## src/rtl/bus_ready_skid_if.sv

```systemverilog
// Valid/ready streaming bus seen by the ready-path register slice.
// The slave modport is the slice's view; master is the surrounding environment.
interface bus_ready_skid_if #(
  parameter int Width = 32
);
  logic             valid_i;
  logic [Width-1:0] data_i;
  logic             ready_o;
  logic             valid_o;
  logic [Width-1:0] data_o;
  logic             ready_i;

  modport slave (
    input  valid_i,
    input  data_i,
    output ready_o,
    output valid_o,
    output data_o,
    input  ready_i
  );

  modport master (
    output valid_i,
    output data_i,
    input  ready_o,
    input  valid_o,
    input  data_o,
    output ready_i
  );
endinterface

```

## src/rtl/bus_ready_skid.sv

```systemverilog
// Ready-path register slice with a one-entry skid buffer; ready_o comes straight from a flop.
// Define BUS_READY_DELAY_OUTREG_EN to also register valid_o/data_o (two-entry full slice).
module bus_ready_skid #(
  parameter int Width = 32
) (
  input  logic              clk,
  input  logic              rst,
  bus_ready_skid_if.slave   bus
);

  logic             skid_valid_reg;
  logic [Width-1:0] skid_data_reg;
  logic             ready_reg;
  logic             capture;
  logic             drain;

`ifdef BUS_READY_DELAY_OUTREG_EN
  logic             out_valid_reg;
  logic [Width-1:0] out_data_reg;
  logic             out_load;
  logic             accept;

  assign out_load = !out_valid_reg || bus.ready_i;
  assign accept   = bus.valid_i && ready_reg;
  // An accepted beat only parks in the skid when the output register cannot take it.
  assign capture  = accept && !out_load;
  assign drain    = skid_valid_reg && out_load;

  always_ff @(posedge clk) begin
    if (rst) begin
      out_valid_reg <= 1'b0;
      out_data_reg  <= '0;
    end else if (out_load) begin
      if (skid_valid_reg) begin
        out_valid_reg <= 1'b1;
        out_data_reg  <= skid_data_reg;
      end else if (accept) begin
        out_valid_reg <= 1'b1;
        out_data_reg  <= bus.data_i;
      end else begin
        out_valid_reg <= 1'b0;
      end
    end
  end

  assign bus.valid_o = out_valid_reg;
  assign bus.data_o  = out_data_reg;
`else
  assign capture     = !skid_valid_reg && bus.valid_i && !bus.ready_i;
  assign drain       = skid_valid_reg && bus.ready_i;
  assign bus.valid_o = bus.valid_i | skid_valid_reg;
  assign bus.data_o  = skid_valid_reg ? skid_data_reg : bus.data_i;
`endif

  // ready_reg always mirrors !skid_valid_reg, but is its own flop so ready_o has no input path.
  always_ff @(posedge clk) begin
    if (rst) begin
      skid_valid_reg <= 1'b0;
      skid_data_reg  <= '0;
      ready_reg      <= 1'b1;
    end else if (capture) begin
      skid_valid_reg <= 1'b1;
      skid_data_reg  <= bus.data_i;
      ready_reg      <= 1'b0;
    end else if (drain) begin
      skid_valid_reg <= 1'b0;
      ready_reg      <= 1'b1;
    end
  end

  assign bus.ready_o = ready_reg;

endmodule

```

## src/flat_wrapper.sv

```systemverilog
// flat-port wrapper written by rule: the top's interface ports become plain ports
module bus_ready_skid_flat 
#(
  parameter int Width = 32
)
  (clk, rst, bus_valid_i, bus_data_i, bus_ready_o, bus_valid_o, bus_data_o, bus_ready_i);
  bus_ready_skid_if #(.Width(Width)) bus_i ();
  input  logic clk;
  input  logic rst;
  input wire logic [$bits(bus_i.valid_i)-1:0] bus_valid_i;
  input wire logic [$bits(bus_i.data_i)-1:0] bus_data_i;
  output wire logic [$bits(bus_i.ready_o)-1:0] bus_ready_o;
  output wire logic [$bits(bus_i.valid_o)-1:0] bus_valid_o;
  output wire logic [$bits(bus_i.data_o)-1:0] bus_data_o;
  input wire logic [$bits(bus_i.ready_i)-1:0] bus_ready_i;
  assign bus_i.valid_i = bus_valid_i;
  assign bus_i.data_i = bus_data_i;
  assign bus_ready_o = bus_i.ready_o;
  assign bus_valid_o = bus_i.valid_o;
  assign bus_data_o = bus_i.data_o;
  assign bus_i.ready_i = bus_ready_i;
  bus_ready_skid #(.Width(Width)) u_core (.clk(clk), .rst(rst), .bus(bus_i));
endmodule
```

## config.mk

```make
export PLATFORM = sky130hd
export DESIGN_NAME = bus_ready_skid_flat
export DESIGN_NICKNAME = d
export VERILOG_FILES = /design/src/rtl/bus_ready_skid_if.sv /design/src/rtl/bus_ready_skid.sv /design/src/flat_wrapper.sv
export SDC_FILE = /design/constraint.sdc
export NUM_CORES = 1
export LEC_CHECK = 0
export CORE_ASPECT_RATIO = 1.2
export CORE_MARGIN = 8
export CORE_UTILIZATION = 39
export CTS_CLUSTER_SIZE = 28
export DETAILED_ROUTE_END_ITERATION = 10
export PLACE_DENSITY = 0.8
export SLEW_MARGIN = 20
export SYNTH_ARGS = -nofsm -noshare
export SYNTH_HDL_FRONTEND = slang
export SYNTH_SLANG_ARGS = --single-unit
```

## constraint.sdc

```tcl
create_clock -name clk -period 1.53 [get_ports clk]
set_clock_uncertainty 0.2 [all_clocks]
set_input_delay 0.2295 -clock clk [delete_from_list [all_inputs] [get_ports clk]]
set_output_delay 0.2295 -clock clk [all_outputs]
set_load 0.02 [all_outputs]
```

==> impl_metrics.tcl <==
set metrics [dict create \
    initial_utilization_pct 39.7 \
    die_y_um 93.2 \
    path_class "register to output pin" \
    portBuffers 69 \
    fillers 408 \
    cts_tree "done" \
    synth_area_mm2 0.00194 \
    hold_viol 0 \
    largest_reg_flops 32 \
    synth.distinct_cells 13 \
    drtIter0Drc 51 \
    ir_drop_mv 0.413 \
    post-route-period-util_pct 115 \
    path_clk_slew_ns 0.06 \
    syn_to_final_growth_pct 53.4 \
    hpwl_um 3080 \
    cts_buffers 5 \
    relSlewSlack_pct 85.8 \
    postLayoutSetupSlackWorst_ns -0.225 \
    p_total_mw 2.23 \
    first_global_vias 1610 \
    ant_nets 0 \
    min_period_ns 1.75 \
    hp-class "register to register" \
    fin_util_pct 61.0 \
    pre_cts_slack_ns -0.408 \
    pin_count 70 \
    combPwrFrac_pct 29.6 \
    layout.cells.most_common_list "nand2b_1, clkdlybuf4s50_1, dfxtp_1, mux2i_1, buf_6" \
    nets 296 \
    grt.overflow.total 0 \
    crit_fanout 6 \
    r2r_slack_ns -0.17 \
    grt_usage_pct 13.3 \
    worst_pin_slew_ns 0.214 \
    grt_pass1_wl_um 8050 \
    fin_cells 320 \
    viasPerCell 4.84 \
    route.detailed.drc 0 \
    reg2reg_depth 6 \
    core_area_mm2 0.00487 \
    clk_latency_ns 0.28 \
    post_drt_wl_per_cell_um 15.2 \
    yosys_register_bits 34 \
    status "finished, violations left" \
    p_seq_share_pct 42.9 \
    r2r-end "u_core.skid_data_reg[8]$_SDFFE_PP0P_" \
    clockRootBuffer "clkbuf_8" \
    critPathLaunch "u_core.skid_valid_reg$_SDFFE_PP0P_" \
    internal_power_mw 1.64 \
    dr.pass1.iters 4 \
    p_leak_nw 1.20 \
    power_density_mw_per_mm2 752 \
    drive_gt1_share_pct 34.2 \
    cap_violations 0 \
    placed_cell_area_mm2 0.00269 \
    layout_commonest_cell "nand2b_1" \
    maxSlewViolCount 0 \
    critPathRequiredTime_ns 1.10 \
    setup_viol 65 \
    violations "setup timing" \
    netSwitchingFraction_pct 26.6 \
    fin_area_mm2 0.00297 \
    synth_fp_nets 219 \
    wl_um 4860 \
    yosysSeqAreaShare_pct 35.2 \
    hold_depth 2 \
    grt_max_degree 67 \
    cp-endpoint "bus_data_o[21]" \
    p_switching_mw 0.595 \
    yosys_warnings 0 \
    synth_area_per_cell_um2 10.6 \
    cts_sinks 34 \
    worstSetupEndpointType "output pin" \
    rows 28 \
    placed_cells 306 \
    vias 1550 \
    diodes 0 \
    rr_startpoint "u_core.skid_valid_reg$_SDFFE_PP0P_" \
    die_w_um 80.3 \
    cts_max_path_buffers 2 \
    arrival_ns 1.33 \
    start_kind "register" \
    antenna_found_initial 0 \
    clock_power_share_pct 27.5 \
    gp_congestion 0.658 \
    rsz0062_at_grt "yes" \
    die-area_mm2 0.00748 \
    htreeDepth 2 \
    netlist_instances 183 \
    holdBufCountCts 0 \
    fmax_mhz 570 \
]
-- layout make-up --
class                      count  area [µm²]  share of cell area [%]
clock buffer                   7        76.3                    2.57
tap                           60        75.1                    2.53
multi-input combinational    134        1200                    40.5
timing repair buffer          85         930                    31.3
sequential                    34         684                    23.1
-- power groups by stage --
stage	Clock [mW]	Combinational, mW	Sequential, mW
2_1_floorplan	0	0.328	0.969
3_3_place_gp	0	0.582	0.972
3_5_place_dp	0	0.589	0.974
4_1_cts	0.638	0.657	0.958
5_1_grt	0.669	0.705	0.963
6_report	0.614	0.661	0.959
-- Yosys cell counts --
| library cell | count | share of area, % |
|---|---|---|
| a211o_1 | 1 | 0.45 |
| buf_12 | 3 | 3.1 |
| buf_2 | 4 | 1.0 |
| buf_6 | 2 | 1.2 |
| clkbuf_1 | 6 | 1.2 |
| dfxtp_1 | 34 | 35 |
| mux2_2 | 32 | 19 |
| mux2i_1 | 32 | 17 |
| nand2b_1 | 65 | 21 |
| nor3b_1 | 1 | 0.39 |
| nor3b_2 | 1 | 0.65 |
| o21a_1 | 1 | 0.39 |
| or2_2 | 1 | 0.32 |
-- logic make-up after synthesis --
family / after synthesis / share of synthesized area [%]
AOI/OAI and AO/OA: 2 / 0.841
muxes: 64 / 35.2
and+or+nand+nor: 68 / 22.4
buffers and inverters: 15 / 6.46
DFF: 34 / 35.2
-- repair_timing --
item,4_1_cts,5_1_grt
endpoints found under the setup margin,50,65
gates cloned,4,0
pin swaps,1,0
resized for setup,206,9
setup buffers,3,0
-- layer usage --
layer | vias to the layer above | share of wire (%) | wire length, µm | GRT usage, %
met4 | 0 | 1.2 | 58 | 4.26
met1 | 731 | 46 | 2220 | 16.6
met3 | 6 | 6.7 | 324 | 4.99
li1 | 763 | - | - | -
met2 | 50 | 46 | 2250 | 20.6
met5 | - | 0 | 0 | 0
-- per-stage QoR --
| stage | TNS (ns) | hold slack [ns] |
|---|---|---|
| final | -9.96 | 0.271 |
| after detailed placement | -20.38 | 0.261 |
| after CTS | -10.11 | 0.273 |
| after floorplan | 0 | 0.106 |
| after global routing | -13.44 | 0.289 |
| after global placement | -20.15 | 0.255 |
-- worst min path at each step --
stage / from / end
2_1_floorplan: bus_ready_i / u_core.skid_valid_reg$_SDFFE_PP0P_
3_3_place_gp: u_core.skid_data_reg[12]$_SDFFE_PP0P_ / u_core.skid_data_reg[12]$_SDFFE_PP0P_
3_5_place_dp: u_core.skid_data_reg[30]$_SDFFE_PP0P_ / u_core.skid_data_reg[30]$_SDFFE_PP0P_
4_1_cts: u_core.skid_data_reg[18]$_SDFFE_PP0P_ / u_core.skid_data_reg[18]$_SDFFE_PP0P_
5_1_grt: u_core.skid_data_reg[22]$_SDFFE_PP0P_ / u_core.skid_data_reg[22]$_SDFFE_PP0P_
6_report: u_core.skid_data_reg[24]$_SDFFE_PP0P_ / u_core.skid_data_reg[24]$_SDFFE_PP0P_
-- critical path, stage by stage (launching register included) --
cell and delay (ns):
dfxtp_4 0.41, buf_6 0.16, mux2_2 0.33, buf_2 0.16
Note: power is estimated with default switching activity, not from simulation.
